==> config.mk <==
export PLATFORM = sky130hd
export DESIGN_NAME = piso_serializer
export DESIGN_NICKNAME = d
export VERILOG_FILES = /design/src/rtl/piso_serializer.sv
export SDC_FILE = /design/constraint.sdc
export NUM_CORES = 1
export LEC_CHECK = 0
export ABC_AREA = 1
export CAP_MARGIN = 20
export CORE_UTILIZATION = 43
export CTS_CLUSTER_DIAMETER = 150
export DETAILED_ROUTE_END_ITERATION = 16
export PLACE_DENSITY = 0.72
export SLEW_MARGIN = 20
export SYNTH_ARGS = -nofsm -noshare
export SYNTH_HDL_FRONTEND = slang
export SYNTH_SLANG_ARGS = --single-unit
==> constraint.sdc <==
create_clock -name clk -period 1.3 [get_ports clk]
set_input_delay 0.325 -clock clk [delete_from_list [all_inputs] [get_ports clk]]
set_output_delay 0.325 -clock clk [all_outputs]
set_load 0.02 [all_outputs]
==> src/rtl/piso_serializer.sv <==
// piso_serializer: MSB-first parallel-in/serial-out stage with valid/ready load and gap-free word chaining
// Ports: clk; reset (sync, active-low); data[WIDTH-1:0], valid in; ready (combinational) out;
//        x (serial bit), busy (word in flight), last (bit 0 on x) registered out
module piso_serializer #(
  parameter int   WIDTH    = 8,
  parameter logic IDLE_BIT = 1'b0
) (
  input  logic             clk,
  input  logic             reset,
  input  logic [WIDTH-1:0] data,
  input  logic             valid,
  output logic             ready,
  output logic             x,
  output logic             busy,
  output logic             last
);
  localparam int CW = $clog2(WIDTH);
  typedef enum logic {IDLE, SHIFT} state_t;
  state_t           state;
  logic [WIDTH-1:0] sr;
  logic [CW-1:0]    cnt;
  // a new word may load while idle or on the final bit of the current word, which gives gap-free chaining
  assign ready = reset && (state == IDLE || last);
  // the word's MSB goes straight to x at load, so sr[WIDTH-2] is always the next bit to emit;
  // the vacated low bit takes the old MSB, which is never emitted again
  always_ff @(posedge clk)
    if (!reset) begin
      state <= IDLE;
      sr    <= '0;
      cnt   <= '0;
      x     <= IDLE_BIT;
      busy  <= 1'b0;
      last  <= 1'b0;
    end else if (valid && ready) begin
      state <= SHIFT;
      sr    <= data;
      cnt   <= CW'(WIDTH - 1);
      x     <= data[WIDTH-1];
      busy  <= 1'b1;
      last  <= 1'b0;
    end else if (state == SHIFT && cnt != '0) begin
      sr    <= {sr[WIDTH-2:0], sr[WIDTH-1]};
      x     <= sr[WIDTH-2];
      cnt   <= cnt - 1'b1;
      last  <= (cnt == CW'(1));
    end else begin
      state <= IDLE;
      x     <= IDLE_BIT;
      busy  <= 1'b0;
      last  <= 1'b0;
    end
endmodule

======== Word-level counts from Yosys, hierarchy flattened ========
Index checks and enable logic that the tools add are counted.
W data, S select, Z words.
word-level totals
  output and inout bits ................... 4
  flip-flop bits (word level) ............. 14
  logic and storage cells ................. 26
cells by class
  muxes and demuxes ....................... 8
  reductions and logical operators ........ 7
  equal/unequal tests ..................... 2
  bitwise logic cells ..................... 3
  add/subtract/negate cells ............... 1
operators by type and width
  operator               count
  $mux W8                2
  $mux W3                2
  $mux W1                4
  $eq A3 B1 Y1 const B   1
  $logic_and A1 B1 Y1    3
  $not A1 Y1             3
  $reduce_bool A3 Y1     1
  $reduce_or A3 Y1       1
  $sub A3 B1 Y3 const B  1
  $ne A2 B2 Y1 const B   1
  $reduce_bool A2 Y1     1
  $logic_or A1 B1 Y1     1

======== Logic depth before layout (Yosys ltp) ========
  depth after elaboration ................. 5
  depth in mapped cells ................... 9
  gate-level depth less buffers ........... 9

======== Worst setup path before layout ========
No wires, ideal clock.
  kind .................................... flip-flop to flip-flop
  start ................................... reg last
  end ..................................... reg sr[4]
  required time ........................... 1.191 ns
  arrival time ............................ 1.111 ns
  path buffers ............................ 1
  stages on the path, launching flop included .. 9
  period minus slack after synthesis ...... 1.220 ns
  path slack .............................. 0.080 ns
  cell sequence ........................... dfxtp_1 -> inv_1 -> nand2_1 -> nand3_4 -> buf_6 -> nand3_1 -> nand3_1 -> nand2_1 -> inv_1
between the ends
  word-level cells in the longest chain between the ends .. 4
  elaborated cells between the ends (all ways) .. 5
  those cells by class .................... 1 x mux; 4 x reduce/logical
RTL lines
  what                                                  line  RTL
  start, declared                                       15    output logic last
  start signal, assigned                                45    last <= (cnt == CW'(1));
  $logic_or A1 B1 Y1 (*)                                23    assign ready = reset && (state == IDLE || last);
  $logic_and A1 B1 Y1 (*)                               23
  $logic_and A1 B1 Y1 (*)                               34    end else if (valid && ready) begin
  $mux W8 / $reduce_bool A2 Y1 (equally long branches)  -
  end signal, assigned                                  36    sr <= data;
  end signal, assigned                                  42    sr <= {sr[WIDTH-2:0], sr[WIDTH-1]};
  end, declared                                         20    logic [WIDTH-1:0] sr;
Mark *: on every way between the ends. The rest lies on a longest branch, timed or not.
A chain may end at the register's enable or synchronous reset.

======== Final worst setup path ========
  start ................................... reg last
  end ..................................... out ready
between the ends
  word-level cells in the longest chain between the ends .. 2
RTL lines
  what                 line  RTL
  $logic_or A1 B1 Y1   23
  $logic_and A1 B1 Y1  23
  end, declared        12    output logic ready,
No other way between the ends.

==> flow_results.xml <==
<?xml version="1.0" encoding="UTF-8"?>
<metrics>
  <group name="pwr">
    <metric name="internal_power" unit="uW">752</metric>
    <metric name="fin_total_pwr" unit="mW">1.06</metric>
    <metric name="p_sw_share" unit="%">29.4</metric>
    <metric name="clockPowerShare" unit="%">30.9</metric>
    <metric name="power.share.sequential" unit="%">44.8</metric>
    <metric name="pleak" unit="nW">0.523</metric>
    <metric name="total_switching_power" unit="uW">312</metric>
    <metric name="combinationalPowerShare" unit="%">24.4</metric>
    <metric name="powerDensity" unit="nW/um^2">1010</metric>
    <metric name="power.ir.vdd_worst" unit="mV">0.586</metric>
  </group>
  <group name="global_route">
    <metric name="grt_usage" unit="%">20.5</metric>
    <metric name="number_of_antenna_violations_at_the_first_check_in_global_routing" unit="">0</metric>
    <metric name="grt_pass1_wl" unit="mm">2.80</metric>
    <metric name="grt_max_degree" unit="">14</metric>
    <metric name="globalRoute.totalOverflow" unit="">0</metric>
    <metric name="via_count_of_the_first_global_routing_pass" unit="">666</metric>
  </group>
  <group name="layout">
    <metric name="num_antenna_cells" unit="">0</metric>
    <metric name="layout-drive-gt1-share" unit="%">31.3</metric>
    <metric name="nets" unit="">143</metric>
    <metric name="post-route-cell-area" unit="sq um">1050</metric>
    <metric name="area.growth.synth_to_final" unit="%">46.6</metric>
    <metric name="multi_input_comb_area" unit="sq um">415</metric>
    <metric name="finish.utilization" unit="%">68.4</metric>
    <metric name="filler_cell_count" unit="">134</metric>
    <metric name="area.sequential" unit="sq um">285</metric>
  </group>
  <group name="clock_network">
    <metric name="numClockSinks" unit="">14</metric>
    <metric name="clock_tree.root_cell" unit="">sky130_fd_sc_hd__clkbuf_4</metric>
    <metric name="worst_setup_hold_path_clk_slew" unit="ns">0.09</metric>
    <metric name="clockBufferDepth" unit="">2</metric>
    <metric name="cts_tree" unit="">done</metric>
    <metric name="htree_levels" unit="">1</metric>
    <metric name="worst_skew_pair.late_latency" unit="ns">0.29</metric>
    <metric name="cts-buffers-inserted" unit="">3</metric>
  </group>
  <group name="yosys">
    <metric name="synth.lib_cells_used.distinct" unit="">16</metric>
    <metric name="mappedNetlistNets" unit="">113</metric>
    <metric name="sequential_to_total_area_share_from_yosys_stat" unit="%">39.0</metric>
    <metric name="post_synth_instance_area" unit="sq um">719</metric>
    <metric name="ys_ff_latch" unit="">14</metric>
    <metric name="syn_avg_cell_area" unit="sq um">7.27</metric>
    <metric name="synth_cells" unit="">99</metric>
    <metric name="synthesis.yosys.warnings" unit="">0</metric>
  </group>
  <group name="placement">
    <metric name="port_buffers" unit="">14</metric>
    <metric name="globalplace.congestion" unit="">0.727</metric>
    <metric name="post-dp-hpwl" unit="mm">1.08</metric>
    <metric name="placement.cell_area" unit="sq um">948</metric>
  </group>
  <group name="timing">
    <metric name="hold_viol" unit="">0</metric>
    <metric name="final-max-slew-violation-count" unit="">0</metric>
    <metric name="tightestPinTransition" unit="ns">0.301</metric>
    <metric name="setup-violations-final" unit="">0</metric>
    <metric name="post-route-min-period" unit="ns">1.28</metric>
    <metric name="clock-skew-final" unit="ns">0.00486</metric>
    <metric name="post-route-period-util" unit="%">98.8</metric>
    <metric name="slew_headroom" unit="%">79.9</metric>
    <metric name="unrepaired_setup_endpoints_after_global_routing" unit="">yes</metric>
    <metric name="max_freq" unit="GHz">0.779</metric>
    <metric name="final.hold.worst_slack" unit="ns">0.524</metric>
  </group>
  <group name="detailed_routing">
    <metric name="postRouteWirelength" unit="mm">1.70</metric>
    <metric name="avgViaCountPerCell" unit="">5.23</metric>
    <metric name="via_count" unit="">753</metric>
    <metric name="post-route-drc-count" unit="">0</metric>
    <metric name="routed_antenna_nets" unit="">0</metric>
    <metric name="drt_first_iter_violations" unit="">20</metric>
    <metric name="detailedRoute.firstPassIterationCount" unit="">4</metric>
    <metric name="wl_per_cell" unit="um">11.8</metric>
  </group>
  <group name="die">
    <metric name="ioPinCount" unit="">15</metric>
    <metric name="fp.coreArea" unit="sq um">1540</metric>
    <metric name="core.rowCount" unit="">14</metric>
    <metric name="die_width" unit="um">42.9</metric>
    <metric name="die_y" unit="um">42.9</metric>
    <metric name="start_util" unit="%">46.7</metric>
    <metric name="full_die_area" unit="sq um">1840</metric>
  </group>
  <group name="worst_setup_path">
    <metric name="worstPathArrival" unit="ns">0.96</metric>
    <metric name="critPathMaxFanout" unit="">2</metric>
    <metric name="cpMaxStageDelayCell" unit="">sky130_fd_sc_hd__dfxtp_2</metric>
    <metric name="critPathLaunchType" unit="">flop</metric>
    <metric name="cpPeakStageDelay" unit="ns">0.34</metric>
    <metric name="timing_worst_setup_path_type" unit="">flop to primary output</metric>
    <metric name="worst_ep_required_time" unit="ns">0.98</metric>
    <metric name="end_kind" unit="">primary output</metric>
    <metric name="crit_chain" unit="">inv_2 -&gt; a21oi_4 -&gt; buf_6</metric>
  </group>
  <group name="worst_hold_path">
    <metric name="min-delay-path-class" unit="">flop to flop</metric>
  </group>
  <group name="status">
    <metric name="outcome" unit="">completed</metric>
  </group>
  <group name="run">
    <metric name="max-cap-violations" unit="">0</metric>
  </group>
</metrics>
power by group through the flow:
stage	Clock [mW]	Sequential (mW)	Combinational [mW]
floorplan	0	0.484	0.129
global placement	0	0.481	0.223
detailed placement	0	0.482	0.228
CTS	0.328	0.472	0.244
global route	0.350	0.479	0.288
finish	0.329	0.476	0.259
worst max-delay path: cells and delay by family, from the launching register on:
kind | cells | cell delay, ns
compound gates | 1 | 0.15
buf+inv | 2 | 0.18
flops | 1 | 0.34
sequential cells by signal, indices dropped and copies added, names as in the netlist:
| signal | cells |
|---|---|
| sr | 8 |
| cnt | 3 |
| last | 1 |
| state | 1 |
| x | 1 |
cell usage in the layout (no fill, tap or decap):
| cell type | count |
|---|---|
| sky130_fd_sc_hd__clkdlybuf4s15_2 | 1 |
| sky130_fd_sc_hd__xnor2_1 | 1 |
| sky130_fd_sc_hd__inv_1 | 8 |
| sky130_fd_sc_hd__o21ai_0 | 2 |
| sky130_fd_sc_hd__ha_1 | 2 |
| sky130_fd_sc_hd__clkdlybuf4s50_1 | 8 |
| sky130_fd_sc_hd__ha_2 | 1 |
| sky130_fd_sc_hd__nand3_2 | 2 |
| sky130_fd_sc_hd__nand2_4 | 3 |
| sky130_fd_sc_hd__o21ai_2 | 1 |
| sky130_fd_sc_hd__clkbuf_8 | 1 |
| sky130_fd_sc_hd__o21ai_1 | 1 |
| sky130_fd_sc_hd__nand2_1 | 11 |
| sky130_fd_sc_hd__inv_2 | 6 |
| sky130_fd_sc_hd__nand3_1 | 29 |
| sky130_fd_sc_hd__nand2_2 | 1 |
| sky130_fd_sc_hd__inv_4 | 1 |
| sky130_fd_sc_hd__dlymetal6s2s_1 | 1 |
| sky130_fd_sc_hd__dfxtp_2 | 4 |
| sky130_fd_sc_hd__dfxtp_1 | 10 |
| sky130_fd_sc_hd__nor2_1 | 12 |
| sky130_fd_sc_hd__buf_6 | 3 |
| sky130_fd_sc_hd__nand3_4 | 2 |
| sky130_fd_sc_hd__clkbuf_4 | 3 |
| sky130_fd_sc_hd__dlygate4sd2_1 | 3 |
| sky130_fd_sc_hd__buf_4 | 10 |
| sky130_fd_sc_hd__a21oi_4 | 1 |
stage by stage:
stage               std cells  worst slack (ns)   TNS, ns
finish                    144            0.0157         0
global route              144           -0.0309   -0.0430
CTS                       143          -0.00178  -0.00178
detailed placement        138            -0.627     -5.41
global placement          138            -0.615     -5.24
floorplan                  99            0.0799         0
metal layers:
layer / wire length, um / part of all wire [%] / vias to the layer above / GRT usage (%)
met5: 0 / 0 / - / 0
met1: 716 / 42 / 341 / 25.3
met2: 849 / 50 / 26 / 33.9
li1: - / - / 381 / -
met3: 98 / 5.8 / 5 / 2.55
met4: 36 / 2.1 / 0 / 11.3
cells by family (layout without fill, tap and decap cells):
group | count (synthesis) | count (layout) | synth area share, %
AO/OA/AOI/OAI | 5 | 5 | 5.04
XOR/XNOR | 1 | 1 | 1.22
adder cells (fa/ha/maj) | 3 | 3 | 5.22
buffers and inverters | 18 | 45 | 10.8
AND/OR/NAND/NOR | 58 | 60 | 38.8
flip-flops | 14 | 14 | 39.0
cell type report:
type | instances | area share (%)
inverter | 15 | 5.58
sequential | 14 | 27.0
tap | 16 | 1.90
multi-input combinational | 69 | 39.4
timing repair buffer | 26 | 22.7
clock buffer | 4 | 3.44
Yosys cell counts:
cell | count | area [sq um]
sky130_fd_sc_hd__nand3_1 | 29 | 145
sky130_fd_sc_hd__dfxtp_1 | 14 | 280
sky130_fd_sc_hd__nand2_1 | 13 | 48.8
sky130_fd_sc_hd__nor2_1 | 12 | 45.0
sky130_fd_sc_hd__inv_1 | 11 | 41.3
sky130_fd_sc_hd__inv_2 | 4 | 15.0
sky130_fd_sc_hd__ha_1 | 3 | 37.5
sky130_fd_sc_hd__buf_2 | 2 | 10.0
sky130_fd_sc_hd__nand2_2 | 2 | 12.5
sky130_fd_sc_hd__o21ai_0 | 2 | 10.0
sky130_fd_sc_hd__o21ai_1 | 2 | 10.0
sky130_fd_sc_hd__a21oi_4 | 1 | 16.3
sky130_fd_sc_hd__buf_6 | 1 | 11.3
sky130_fd_sc_hd__nand3_2 | 1 | 10.0
sky130_fd_sc_hd__nand3_4 | 1 | 17.5
sky130_fd_sc_hd__xnor2_1 | 1 | 8.76
final timing paths:
path	start	to	slack (ns)	cells after the start
worst max-delay path	last$_SDFF_PP0_	ready	0.02	3
worst min-delay path	sr[7]$_SDFFE_PN0P_	sr[7]$_SDFFE_PN0P_	0.52	2
worst max register to register	cnt[0]$_SDFFE_PN0P_	cnt[0]$_SDFFE_PN0P_	0.09	8
worst min register to register	sr[7]$_SDFFE_PN0P_	sr[7]$_SDFFE_PN0P_	0.52	2
what timing repair did:
| item | 4_1_cts | 5_1_grt |
|---|---|---|
| gates cloned | 1 | 1 |
| gates resized for setup | 18 | 13 |
| hold buffers | 0 | 0 |
| buffers inserted | 0 | 0 |
| endpoints found under the setup margin | 16 | 13 |
| pin swaps | 1 | 4 |
Note: power is estimated with default switching activity, not from simulation.
